## src/rtl/mpram_write_scheduler_if.sv

```systemverilog
// Requester and RAM write-port bundle for mpram_write_scheduler.
// The requester side drives clear and requests; the scheduler drives ready and the registered write ports.
interface mpram_write_scheduler_if #(
    parameter int DATA_DEPTH       = 128,
    parameter int DATA_WIDTH       = 64,
    parameter int BYTE_WRITE_WIDTH = 64,
    parameter int WPORTS_NUM       = 2,
    parameter int REQ_NUM          = 4
);
    localparam int ADDR_WIDTH = $clog2(DATA_DEPTH);
    localparam int BYTES_NUM  = DATA_WIDTH / BYTE_WRITE_WIDTH;

    // Handshake: a request transfers in the cycle where req_valid_i[k] and req_ready_o[k]
    // are both 1; valid must not depend on ready, and a request that is not ready is held.
    logic                                    clear_i;
    logic [REQ_NUM-1:0]                      req_valid_i;
    logic [REQ_NUM-1:0]                      req_ready_o;
    logic [REQ_NUM-1:0][ADDR_WIDTH-1:0]      req_addr_i;
    logic [REQ_NUM-1:0][BYTES_NUM-1:0]       req_we_i;
    logic [REQ_NUM-1:0][DATA_WIDTH-1:0]      req_data_i;
    logic                                    init_busy_o;
    logic [WPORTS_NUM-1:0]                   en_w_o;
    logic [WPORTS_NUM-1:0][BYTES_NUM-1:0]    we_o;
    logic [WPORTS_NUM-1:0][ADDR_WIDTH-1:0]   waddr_o;
    logic [WPORTS_NUM-1:0][DATA_WIDTH-1:0]   data_o;

    modport master (
        output clear_i, req_valid_i, req_addr_i, req_we_i, req_data_i,
        input  req_ready_o, init_busy_o, en_w_o, we_o, waddr_o, data_o
    );

    modport slave (
        input  clear_i, req_valid_i, req_addr_i, req_we_i, req_data_i,
        output req_ready_o, init_busy_o, en_w_o, we_o, waddr_o, data_o
    );
endinterface

```

## src/rtl/mpram_write_scheduler.sv

```systemverilog
// Write-port scheduler for the XOR multi-port RAM: zero-init sweep, then round-robin,
// address-conflict-free mapping of requesters onto write ports.
module mpram_write_scheduler #(
    parameter int DATA_DEPTH       = 128,
    parameter int DATA_WIDTH       = 64,
    parameter int BYTE_WRITE_WIDTH = 64,
    parameter int WPORTS_NUM       = 2,
    parameter int REQ_NUM          = 4
) (
    input logic                    clk,
    input logic                    rst,
    mpram_write_scheduler_if.slave bus
);
    localparam int ADDR_WIDTH = $clog2(DATA_DEPTH);
    localparam int BYTES_NUM  = DATA_WIDTH / BYTE_WRITE_WIDTH;
    localparam int PTR_W      = (REQ_NUM > 1) ? $clog2(REQ_NUM) : 1;
    localparam int PORT_W     = (WPORTS_NUM > 1) ? $clog2(WPORTS_NUM) : 1;
    localparam int CNT_W      = $clog2(DATA_DEPTH + WPORTS_NUM + 1);

    typedef enum logic {INIT, RUN} state_t;

    state_t                                state, state_nxt;
    logic [CNT_W-1:0]                      cnt, cnt_nxt;
    logic [PTR_W-1:0]                      ptr, ptr_nxt;
    logic [REQ_NUM-1:0]                    grant;
    logic [WPORTS_NUM-1:0]                 en_q, en_nxt;
    logic [WPORTS_NUM-1:0][BYTES_NUM-1:0]  we_q, we_nxt;
    logic [WPORTS_NUM-1:0][ADDR_WIDTH-1:0] addr_q, addr_nxt;
    logic [WPORTS_NUM-1:0][DATA_WIDTH-1:0] data_q, data_nxt;
    int                                    n_grant;
    int                                    idx;
    logic                                  conflict;
    logic [PTR_W-1:0]                      k;

    always_comb begin
        state_nxt = state;
        cnt_nxt   = cnt;
        ptr_nxt   = ptr;
        grant     = '0;
        en_nxt    = '0;
        we_nxt    = '0;
        addr_nxt  = '0;
        data_nxt  = '0;
        n_grant   = 0;
        idx       = 0;
        conflict  = 1'b0;
        k         = '0;
        if (bus.clear_i) begin
            state_nxt = INIT;
            cnt_nxt   = '0;
        end else if (state == INIT) begin
            for (int p = 0; p < WPORTS_NUM; p++) begin
                if (int'(cnt) + p < DATA_DEPTH) begin
                    en_nxt[p]   = 1'b1;
                    we_nxt[p]   = '1;
                    addr_nxt[p] = ADDR_WIDTH'(int'(cnt) + p);
                end
            end
            cnt_nxt = cnt + CNT_W'(WPORTS_NUM);
            if (int'(cnt) + WPORTS_NUM >= DATA_DEPTH) state_nxt = RUN;
        end else begin
            // Ports are filled in scan order; the address list built so far is addr_nxt[0..n_grant-1].
            for (int i = 0; i < REQ_NUM; i++) begin
                idx = int'(ptr) + i;
                if (idx >= REQ_NUM) idx = idx - REQ_NUM;
                k = PTR_W'(idx);
                conflict = 1'b0;
                for (int j = 0; j < WPORTS_NUM; j++) begin
                    if (j < n_grant && addr_nxt[j] == bus.req_addr_i[k]) conflict = 1'b1;
                end
                if (bus.req_valid_i[k] && n_grant < WPORTS_NUM && !conflict) begin
                    grant[k]                    = 1'b1;
                    en_nxt[PORT_W'(n_grant)]   = 1'b1;
                    we_nxt[PORT_W'(n_grant)]   = bus.req_we_i[k];
                    addr_nxt[PORT_W'(n_grant)] = bus.req_addr_i[k];
                    data_nxt[PORT_W'(n_grant)] = bus.req_data_i[k];
                    n_grant                     = n_grant + 1;
                    ptr_nxt = (idx == REQ_NUM - 1) ? '0 : PTR_W'(idx + 1);
                end
            end
        end
    end

    always_ff @(posedge clk) begin
        if (rst) begin
            state  <= INIT;
            cnt    <= '0;
            ptr    <= '0;
            en_q   <= '0;
            we_q   <= '0;
            addr_q <= '0;
            data_q <= '0;
        end else begin
            state  <= state_nxt;
            cnt    <= cnt_nxt;
            ptr    <= ptr_nxt;
            en_q   <= en_nxt;
            we_q   <= we_nxt;
            addr_q <= addr_nxt;
            data_q <= data_nxt;
        end
    end

    // rst is folded in so ready is 0 and busy is 1 even before the state register has reset.
    assign bus.req_ready_o = grant & {REQ_NUM{~rst}};
    assign bus.init_busy_o = (state == INIT) | rst;
    assign bus.en_w_o      = en_q;
    assign bus.we_o        = we_q;
    assign bus.waddr_o     = addr_q;
    assign bus.data_o      = data_q;
endmodule

```

## src/flat_wrapper.sv

```systemverilog
// flat-port wrapper written by rule: the top's interface ports become plain ports
module mpram_write_scheduler_flat 
#(
    parameter int DATA_DEPTH       = 128,
    parameter int DATA_WIDTH       = 64,
    parameter int BYTE_WRITE_WIDTH = 64,
    parameter int WPORTS_NUM       = 2,
    parameter int REQ_NUM          = 4
)
  (clk, rst, bus_clear_i, bus_req_valid_i, bus_req_addr_i, bus_req_we_i, bus_req_data_i, bus_req_ready_o, bus_init_busy_o, bus_en_w_o, bus_we_o, bus_waddr_o, bus_data_o);
  mpram_write_scheduler_if #(.DATA_DEPTH(DATA_DEPTH), .DATA_WIDTH(DATA_WIDTH), .BYTE_WRITE_WIDTH(BYTE_WRITE_WIDTH), .WPORTS_NUM(WPORTS_NUM), .REQ_NUM(REQ_NUM)) bus_i ();
  input logic clk;
  input logic rst;
  input wire logic [$bits(bus_i.clear_i)-1:0] bus_clear_i;
  input wire logic [$bits(bus_i.req_valid_i)-1:0] bus_req_valid_i;
  input wire logic [$bits(bus_i.req_addr_i)-1:0] bus_req_addr_i;
  input wire logic [$bits(bus_i.req_we_i)-1:0] bus_req_we_i;
  input wire logic [$bits(bus_i.req_data_i)-1:0] bus_req_data_i;
  output wire logic [$bits(bus_i.req_ready_o)-1:0] bus_req_ready_o;
  output wire logic [$bits(bus_i.init_busy_o)-1:0] bus_init_busy_o;
  output wire logic [$bits(bus_i.en_w_o)-1:0] bus_en_w_o;
  output wire logic [$bits(bus_i.we_o)-1:0] bus_we_o;
  output wire logic [$bits(bus_i.waddr_o)-1:0] bus_waddr_o;
  output wire logic [$bits(bus_i.data_o)-1:0] bus_data_o;
  assign bus_i.clear_i = bus_clear_i;
  assign bus_i.req_valid_i = bus_req_valid_i;
  assign bus_i.req_addr_i = bus_req_addr_i;
  assign bus_i.req_we_i = bus_req_we_i;
  assign bus_i.req_data_i = bus_req_data_i;
  assign bus_req_ready_o = bus_i.req_ready_o;
  assign bus_init_busy_o = bus_i.init_busy_o;
  assign bus_en_w_o = bus_i.en_w_o;
  assign bus_we_o = bus_i.we_o;
  assign bus_waddr_o = bus_i.waddr_o;
  assign bus_data_o = bus_i.data_o;
  mpram_write_scheduler #(.DATA_DEPTH(DATA_DEPTH), .DATA_WIDTH(DATA_WIDTH), .BYTE_WRITE_WIDTH(BYTE_WRITE_WIDTH), .WPORTS_NUM(WPORTS_NUM), .REQ_NUM(REQ_NUM)) u_core (.clk(clk), .rst(rst), .bus(bus_i));
endmodule
```

## config.mk

```make
export PLATFORM = sky130hd
export DESIGN_NAME = mpram_write_scheduler_flat
export DESIGN_NICKNAME = d
export VERILOG_FILES = /design/src/rtl/mpram_write_scheduler_if.sv /design/src/rtl/mpram_write_scheduler.sv /design/src/flat_wrapper.sv
export SDC_FILE = /design/constraint.sdc
export NUM_CORES = 1
export LEC_CHECK = 0
export CAP_MARGIN = 10
export CORE_AREA = 2 2 173 175
export DETAILED_ROUTE_END_ITERATION = 8
export DIE_AREA = 0 0 175 177
export GPL_ROUTABILITY_DRIVEN = 0
export PLACE_DENSITY = 0.85
export SKIP_CTS_REPAIR_TIMING = 1
export SLEW_MARGIN = 20
export SYNTH_ARGS = -nofsm -noshare
export SYNTH_HDL_FRONTEND = slang
export SYNTH_SLANG_ARGS = --single-unit
```

## constraint.sdc

```tcl
create_clock -name clk -period 9.3 [get_ports clk]
set_input_delay 1.395 -clock clk [delete_from_list [all_inputs] [get_ports clk]]
set_output_delay 1.395 -clock clk [all_outputs]
set_load 0.05 [all_outputs]
```

# --- Word level (Yosys, flattened, before mapping) ---
# Index checks and enable logic that the tools add are counted.
op_classes:
  add_sub_neg: 16
  n_lt_le_gt_ge: 30
  eq_ne: 9
  mux: 169
  bitwise: 11
  reduce_logical: 27
ops:
  columns: ["op", "n"]
  rows:
  - ["$mux 128", 7]
  - ["$mux 32", 20]
  - ["$mux 64", 10]
  - ["$bmux 64 s2", 4]
  - ["$bwmux 128", 3]
  - ["$demux 64 s1", 3]
  - ["$eq 32x3->1 const B", 4]
  - ["$mux 14", 8]
  - ["$ge 32x4->1 const B", 3]
  - ["$lt 1x32->1 const A", 3]
  - ["$lt 2x32->1 const A", 3]
  - ["$lt 32x3->1 const B", 3]
  - ["$sub 32x4->32 const B", 3]
  - ["$mux 7", 12]
  - ["$add 32x2->32 const B", 2]
  - ["$bmux 7 s2", 4]
  - ["$mux 2", 24]
  - ["$mux 4", 12]
  - ["$bwmux 14", 3]
  - ["$mux 1", 38]
  - ["$eq 7x7->1", 5]
  - ["$ge 32x9->1 const B", 1]
  - ["$lt 32x9->1 const B", 1]
  - ["$demux 7 s1", 3]
  - ["30 further kinds", 83]
word_totals:
  register_bits: 157
  output_inout_bits: 151

# --- Depth between registers and ports, before layout ---
# Gate-level depths: netlist of run 1.
logic_depth:
  word_depth: 43
  ltp_mapped: 20
  depth_no_buf: 16

# --- Worst setup path after synthesis of run 1 ---
# Ideal clock, no wire load.
synth_path:
  path_type: "input-to-output"
  start: "input bus_req_addr_i[26]"
  end: "output bus_req_ready_o[0]"
  t_arrival_ns: 5.069
  required_ns: 7.905
  setup_slack_ns: 2.836
  cell_stages: 15
  n_path_buf: 1
  path_cell_list: "mux4_4 xnor2_1 nand4_1 o21ai_0 inv_1 ha_1 nor2_1 nand2_1 a31oi_4 mux2i_1 xnor2_1 or4b_1 buf_2 nand3_1 a21oi_1"
synth_between:
  elab_chain_len: 39
  elab_cells_between_ends: 81
  cone_classes: "add/sub (1); order compare (8); eq/ne (5); mux (48); bitwise (3); reduce/logical (16)"
synth_lines:
  columns: ["element", "line", "rtl"]
  rows:
  - ["start, declared", "flat_wrapper.sv:16", "input wire logic [$bits(bus_i.req_addr_i)-1:0] bus_req_addr_i;"]
  - ["$bmux 7 s2", null, null]
  - ["$mux 7 (not written as such)", "mpram_write_scheduler.sv:75", "addr_nxt[PORT_W'(n_grant)] = bus.req_addr_i[k];"]
  - ["$mux 7", "mpram_write_scheduler.sv:71", "if (bus.req_valid_i[k] && n_grant < WPORTS_NUM && !conflict) begin"]
  - ["$mux 7", "mpram_write_scheduler.sv:51", "end else if (state == INIT) begin"]
  - ["$mux 7", "mpram_write_scheduler.sv:48", "if (bus.clear_i) begin"]
  - ["$eq 7x7->1", "mpram_write_scheduler.sv:69", "if (j < n_grant && addr_nxt[j] == bus.req_addr_i[k]) conflict = 1'b1;"]
  - ["$logic_and 1x1->1", "mpram_write_scheduler.sv:69", null]
  - ["$mux 1 (2 in series)", "mpram_write_scheduler.sv:69", null]
  - ["(+22 left out)", null, null]
  - ["$mux 1", "mpram_write_scheduler.sv:51", null]
  - ["$mux 1", "mpram_write_scheduler.sv:48", null]
  - ["$logic_not 1->1", "mpram_write_scheduler.sv:71", null]
  - ["$logic_and 1x1->1", "mpram_write_scheduler.sv:71", null]
  - ["$mux 4 (*)", "mpram_write_scheduler.sv:71", null]
  - ["$mux 4 (*)", "mpram_write_scheduler.sv:51", null]
  - ["$mux 4 (*)", "mpram_write_scheduler.sv:48", null]
  - ["$and 4x4->4 (*)", "mpram_write_scheduler.sv:105", "assign bus.req_ready_o = grant & {REQ_NUM{~rst}};"]
  - ["end, declared", "flat_wrapper.sv:19", "output wire logic [$bits(bus_i.req_ready_o)-1:0] bus_req_ready_o;"]
# Every way passes the cells marked *; elsewhere a longest branch is shown, timed or not. The select of a mux whose other input is x is not followed.

# --- Worst setup path after layout of run 1 ---
layout_path:
  start: "register u_core.ptr[0]"
  end: "output bus_req_ready_o[0]"
layout_between:
  elab_chain_len: 43
  elab_cells_between_ends: 149
  cone_classes: "add/sub (9); order compare (25); eq/ne (5); mux (84); bitwise (4); reduce/logical (22)"
layout_lines:
  columns: ["element", "line", "rtl"]
  rows:
  - ["start, declared", "mpram_write_scheduler.sv:24", "logic [PTR_W-1:0] ptr, ptr_nxt;"]
  - ["start signal, assigned", "mpram_write_scheduler.sv:96", "ptr <= ptr_nxt;"]
  - ["$sub 2x3->4 / $ge 2x3->1 (equally long branches)", "mpram_write_scheduler.sv:65", "if (idx >= REQ_NUM) idx = idx - REQ_NUM;"]
  - ["$mux 32", "mpram_write_scheduler.sv:65", null]
  - ["$mux 32", "mpram_write_scheduler.sv:51", null]
  - ["$mux 32", "mpram_write_scheduler.sv:48", null]
  - ["$bmux 1 s2 / $bmux 7 s2 (equally long branches)", null, null]
  - ["$mux 1 (not written as such) / $mux 7 (equally long branches)", "mpram_write_scheduler.sv:71, mpram_write_scheduler.sv:75", null]
  - ["$mux 1 / $mux 7 (equally long branches)", "mpram_write_scheduler.sv:71", null]
  - ["$mux 32 / $mux 7 (equally long branches)", "mpram_write_scheduler.sv:51", null]
  - ["(+27 left out)", null, null]
  - ["$mux 1", "mpram_write_scheduler.sv:51", null]
  - ["$mux 1", "mpram_write_scheduler.sv:48", null]
  - ["$logic_not 1->1", "mpram_write_scheduler.sv:71", null]
  - ["$logic_and 1x1->1", "mpram_write_scheduler.sv:71", null]
  - ["$mux 4 (*)", "mpram_write_scheduler.sv:71", null]
  - ["$mux 4 (*)", "mpram_write_scheduler.sv:51", null]
  - ["$mux 4 (*)", "mpram_write_scheduler.sv:48", null]
  - ["$and 4x4->4 (*)", "mpram_write_scheduler.sv:105", null]
# Marked as above.

==> impl_metrics.tcl, run 1 <==
set metrics [dict create \
    seq_area_frac_synth_pct 13.6 \
    grt_pass1_wl_um 63400 \
    synthArstFlopShare_pct 0 \
    hp-class "reg2reg" \
    period_needed_ns 8.44 \
    cp-end-kind "output pin" \
    overflow 0 \
    dr.pass1.iters 6 \
    maxCapViolCount 0 \
    tritoncts "done" \
    coreArea_mm2 0.0292 \
    clk_latency_ns 0.36 \
    vias_per_cell 6.38 \
    tightestPinTransition_ns 1.06 \
    wire_per_inst_um 20.9 \
    clockBufferDepth 2 \
    rows 63 \
    slew_headroom_pct 29.0 \
    p_leak_nw 5.86 \
    clkSinkCount 90 \
    die-area_mm2 0.0310 \
    synthCells 1259 \
    critPathArrivalTime_ns 7.04 \
    dp_hpwl_um 28500 \
    syn_area_mm2 0.0133 \
    grtUsageTotal_pct 25.6 \
    diodes 0 \
    io_pins 446 \
    fin_skew_ns 0.00699 \
    max_freq_ghz 0.119 \
    die_y_um 177 \
    antenna_found_initial 0 \
    die_x_um 175 \
    crit_required_ns 7.91 \
    hold_ws_ns 0.522 \
    grt_max_degree 146 \
    portBuffers 381 \
    finalSetupViolCount 0 \
    rsz0062_at_grt "false" \
    synth_top_area_share_pct 48.1 \
    routed_wl_um 40300 \
    grt_pass1_vias 12200 \
    numCtsBuffers 9 \
    num_vias 12300 \
    yosysUniqueCellTypes 61 \
    drive_above_1_share_pct 22.1 \
    power_density_mw_per_mm2 182 \
    cp_max_fo 57 \
    path_class "reg2out" \
    nets 1840 \
    start_kind "register" \
    peakVddDrop_v 0.000146 \
    drt_iter0_drc 1132 \
    status "complete, no violations" \
    root_buffer "clkbuf_16" \
    final_area_mm2 0.0172 \
    wl_met2_um 20600 \
    initial_core_util_pct 45.3 \
    yosysTopAreaCell "mux4_2" \
    htreeDepth 3 \
    clk_pin_slew_worst_paths_ns 0.07 \
    placed_area_mm2 0.0169 \
    synth_area_leaders "mux4_2 (48%), dfxtp_1 (14%), mux2i_1 (5.5%)" \
    wl_met1_um 14300 \
    ys_seq_elements 90 \
    drc 0 \
    synth.avg_cell_area_um2 10.5 \
    min_period_over_period_pct 90.7 \
    p_total_mw 3.13 \
    synth_warnings 0 \
    ant_nets 0 \
    synth_ff_type "dfxtp_1" \
    fin_tns_setup_ns 0 \
    synth_edf_count 0 \
    wl_met3_um 4040 \
    top_layer_used "met4" \
    hold_viol_final 0 \
    slew_violations 0 \
    synthToLayoutAreaGrowth_pct 29.9 \
]
[area by class of cell]
class / count / area (um2)
Inverter: 23 / 91.3
Multi-Input combinational cell: 1018 / 10600
Tap cell: 390 / 488
Fill cell: 2301 / 12000
Timing Repair Buffer: 397 / 3980
Clock inverter: 6 / 47.5
Sequential cell: 90 / 1810
Clock buffer: 10 / 229
[report_power, final]
part           internal (mW)  switching, mW
clock network          0.185          0.186
registers              0.389         0.0212
logic                   1.17           1.18
[final timing paths]
check	from	endpoint	slack, ns	cells after the start
min	u_core.cnt[6]	u_core.bus.waddr_o[13]	0.52	1
max reg2reg	u_core.ptr[0]	u_core.ptr[1]	3.22	16
max	u_core.ptr[0]	bus_req_ready_o[0]	0.86	17
min reg2reg	u_core.cnt[6]	u_core.bus.waddr_o[13]	0.52	1
[through the flow]
step | utilization [%] | cells | worst slack (ns)
after floorplan | - | 1322 | 2.84
after global placement | 57.8 | 1916 | 1.47
after detailed placement | 57.8 | 1916 | 1.28
after CTS | 58.7 | 1932 | 0.859
after global routing | 58.9 | 1934 | 0.460
final | 58.9 | 1934 | 0.863
[synth_stat cells (all sizes together) (3+ instances only)]
cell type / number
nor2b: 3
nand3: 73
buf: 113
a31oi: 4
nand4: 3
or2: 3
nor4: 3
xnor2: 17
mux2: 4
and2: 9
mux4: 291
nand2b: 8
xor2: 9
o22ai: 4
o21bai: 8
a211oi: 5
o21ai: 9
nor3: 9
nand2: 141
nor2: 157
mux2i: 74
a21o: 3
a222oi: 5
ha: 6
a21oi: 83
clkbuf: 78
dfxtp: 90
inv: 23
[registers in the layout (all words and copies together), names as in the netlist]
register / cells
u_core.ptr: 2
u_core.bus.en_w_o: 1
u_core.state: 1
u_core.bus.data_o: 64
u_core.bus.we_o: 1
u_core.bus.waddr_o: 14
u_core.cnt: 7
[critical path, cell delays in order, from the launching register on]
cell and delay [ns]:
dfxtp_4 0.66, inv_2 0.23, ha_4 0.92, mux4_2 0.65, xnor2_1 0.28, nand4_1 0.11, o21ai_0 0.40, inv_1 0.18
ha_1 0.36, nor2_1 0.26, nand2_1 0.14, a31oi_4 0.31, mux2i_1 0.33, xnor2_1 0.12, or4b_1 0.67, nand3_1 0.15
a21oi_1 0.07, clkdlybuf4s50_1 0.77
[cells in the final DEF, fill, tap and decap left out, drive strengths merged, types with 4 or more instances in the layout]
cell type	n
a222oi	5
dfxtp	90
xnor2	17
mux2	4
xor2	9
ha	6
a21oi	83
and2	9
conb	64
clkdlybuf4s50	381
clkbuf	10
inv	26
nand3	73
buf	16
nand2	141
mux2i	74
a211oi	5
nand2b	8
nor3	9
o21bai	8
mux4	291
nor2	157
a31oi	4
o21ai	9
o22ai	4
[kinds of logic (layout without fill, tap and decap cells)]
family | count (synthesis) | count (layout) | synth area share (%)
flip-flops | 90 | 90 | 13.6
adder cells (fa/ha/maj) | 6 | 6 | 0.566
buffers and inverters | 214 | 436 | 8.57
multiplexers | 369 | 369 | 55.7
XOR/XNOR | 26 | 26 | 1.72
AND/OR/NAND/NOR | 416 | 416 | 13.4
other | 1 | 64 | 0.0283
AO/OA/AOI/OAI | 137 | 137 | 6.44
[layer usage]
| metal | track usage (%) | vias to the layer above |
|---|---|---|
| met4 | 10.6 | 0 |
| met2 | 44.2 | 799 |
| li1 | - | 5342 |
| met3 | 5.24 | 110 |
| met5 | 0 | - |
| met1 | 31.4 | 6079 |
Power figures use the tool's default switching activity.
==> run 2, diff against run 1 <==
--- a/config.mk
+++ b/config.mk
@@ -6,11 +6,14 @@
 export NUM_CORES = 1
 export LEC_CHECK = 0
 export CAP_MARGIN = 10
-export CORE_AREA = 2 2 173 175
+export CELL_PAD_IN_SITES_DETAIL_PLACEMENT = 0
+export CELL_PAD_IN_SITES_GLOBAL_PLACEMENT = 2
+export CORE_ASPECT_RATIO = 1.4
+export CORE_MARGIN = 2
+export CORE_UTILIZATION = 26
 export DETAILED_ROUTE_END_ITERATION = 8
-export DIE_AREA = 0 0 175 177
 export GPL_ROUTABILITY_DRIVEN = 0
-export PLACE_DENSITY = 0.85
+export PLACE_DENSITY = 0.84
 export SKIP_CTS_REPAIR_TIMING = 1
 export SLEW_MARGIN = 20
 export SYNTH_ARGS = -nofsm -noshare
==> constraint.sdc (replaced) <==
create_clock -name clk -period 7.64 [get_ports clk]
set_input_delay 1.146 -clock clk [delete_from_list [all_inputs] [get_ports clk]]
set_output_delay 1.146 -clock clk [all_outputs]
set_load 0.05 [all_outputs]
==> impl_metrics.tcl, run 2 (synthesis gave the netlist of run 1 again) <==
set metrics [dict create \
    peakVddDrop_v 0.000376 \
    final_common_cell "clkdlybuf4s50_1" \
    grt_pass1_vias 12000 \
    numCtsBuffers 9 \
    tritoncts "done" \
    clk_pin_slew_worst_paths_ns 0.07 \
    num_vias 12000 \
    switching_share_pct 44.8 \
    drc 0 \
    power.switching_mw 1.74 \
    htreeDepth 3 \
    vias_per_cell 5.44 \
    start_kind "primary input" \
    p_leak_nw 5.87 \
    dp_hpwl_um 33200 \
    cp-end-kind "output pin" \
    hold_ws_ns 0.533 \
    crit_slowest_cell "or4b_1" \
    finalSetupViolCount 0 \
    drt_iter0_drc 651 \
    max_freq_ghz 0.140 \
    fin_tns_setup_ns 0 \
    die_y_um 271 \
    worstPathCellList "clkdlybuf4s50_1, mux4_1, xnor2_1, nand4_1, o21ai_0, inv_1, ha_1, nor2_1, nand2_1, a31oi_4, mux2i_1, xnor2_1, or4b_1, nand3_1, a21oi_1, buf_4" \
    ant_nets 0 \
    clkSinkCount 90 \
    root_buffer "clkbuf_16" \
    tightestPinTransition_ns 1.03 \
    coreArea_mm2 0.0502 \
    drive_above_1_share_pct 22.5 \
    cp_common_cell "xnor2_1" \
    power_density_mw_per_mm2 221 \
    power_frac_comb_pct 75.3 \
    critPathArrivalTime_ns 5.97 \
    die-area_mm2 0.0528 \
    largest_reg_flops 64 \
    grt_pass1_wl_um 71000 \
    hold_viol_final 0 \
    final_cell_mix "clkdlybuf4s50_1 (377), mux4_2 (283), nor2_1 (156)" \
    grt_max_degree 136 \
    period_needed_ns 7.12 \
    nets 1843 \
    initial_core_util_pct 26.4 \
    critPathMaxStageDelay_ns 0.70 \
    slew_headroom_pct 31.1 \
    io_pins 446 \
    slew_violations 0 \
    portBuffers 381 \
    grtUsageTotal_pct 17.3 \
    overflow 0 \
    synthToLayoutAreaGrowth_pct 32.7 \
    antenna_found_initial 18 \
    min_period_over_period_pct 93.2 \
    cp_max_fo 6 \
    clockBufferDepth 2 \
    crit_family "simple AND/OR/NAND/NOR gates" \
    crit_required_ns 6.49 \
    wire_per_inst_um 21.1 \
    rsz0062_at_grt "false" \
    hp-class "reg2reg" \
    maxCapViolCount 0 \
    routed_wl_um 46500 \
    status "complete, no violations" \
    die_x_um 195 \
    clk_latency_ns 0.39 \
    dr.pass1.iters 5 \
    rows 97 \
    path_buf_inv 3 \
    p_int_mw 2.14 \
    power.clock.fraction_pct 12.5 \
    path_class "in2out" \
    fin_skew_ns 0.0145 \
    pwr-share-seq_pct 12.2 \
]
-- run 2: cell count changes in the layout (fill, tap and decap cells not counted) --
cell             change
buf_12               +1
buf_16               -1
buf_4                +7
clkbuf_8             +1
clkdlybuf4s50_1      -4
clkinv_2             +1
clkinv_4             -1
clkinvlp_4           +1
diode_2             +18
inv_2                -1
inv_6                -1
-- run 2: worst register-to-register path, delay by kind of cell, from the launching register on --
kind / cells / cell delay, ns
buffers and inverters: 3 / 1.69
AO/OA/AOI/OAI: 3 / 1.08
multiplexers: 2 / 0.81
AND/OR/NAND/NOR: 5 / 0.63
flip-flops: 1 / 0.47
adder cells (fa/ha/maj): 1 / 0.37
XOR/XNOR: 1 / 0.25
-- run 2: power groups by stage --
| stage | registers, mW | clock network [mW] | logic (mW) |
|---|---|---|---|
| final | 0.475 | 0.484 | 2.93 |
| after global routing | 0.476 | 0.526 | 3.20 |
| after CTS | 0.476 | 0.511 | 2.96 |
| after detailed placement | 0.487 | 0 | 2.95 |
| after global placement | 0.487 | 0 | 2.91 |
| after floorplan | 0.490 | 0 | 2.34 |
-- run 2: final cells by class --
| class | instances | area [um2] |
|---|---|---|
| inverters | 23 | 92.6 |
| multi-input cells | 1018 | 10600 |
| repair buffers | 400 | 3980 |
| clock inverters | 5 | 37.5 |
| clock buffers | 11 | 243 |
| fillers | 5063 | 32700 |
| flip-flops and latches | 90 | 1810 |
| well taps | 643 | 805 |
| diodes | 18 | 45.0 |
-- run 2: path summary, 6_finish.rpt --
check,endpoint,cells after the start,slack [ns],from
hold reg to reg,u_core.bus.waddr_o[13],1,0.53,u_core.cnt[6]
hold / removal,u_core.bus.waddr_o[13],1,0.53,u_core.cnt[6]
setup reg to reg,u_core.bus.data_o[4],15,2.22,u_core.ptr[1]
setup / recovery,bus_req_ready_o[2],16,0.52,bus_req_addr_i[5]
-- run 2: routing by layer --
metal  wire length (um)  global-route usage, %
met5                  0                      0
met4               1800                   9.56
met3               2430                   2.10
met2              25900                   32.4
met1              16300                   18.9
-- run 2: metrics by stage --
stage / cells / setup WS, ns / power (mW) / utilization [%] / area [um2]
after floorplan: 1322 / 1.67 / 2.83 / - / 13500
after global placement: 2174 / 0.757 / 3.40 / 34.4 / 17300
after detailed placement: 2174 / 0.557 / 3.43 / 34.4 / 17300
after CTS: 2190 / 0.523 / 3.95 / 34.9 / 17500
after global routing: 2208 / 0.187 / 4.20 / 35.0 / 17600
final: 2208 / 0.520 / 3.89 / 35.0 / 17600
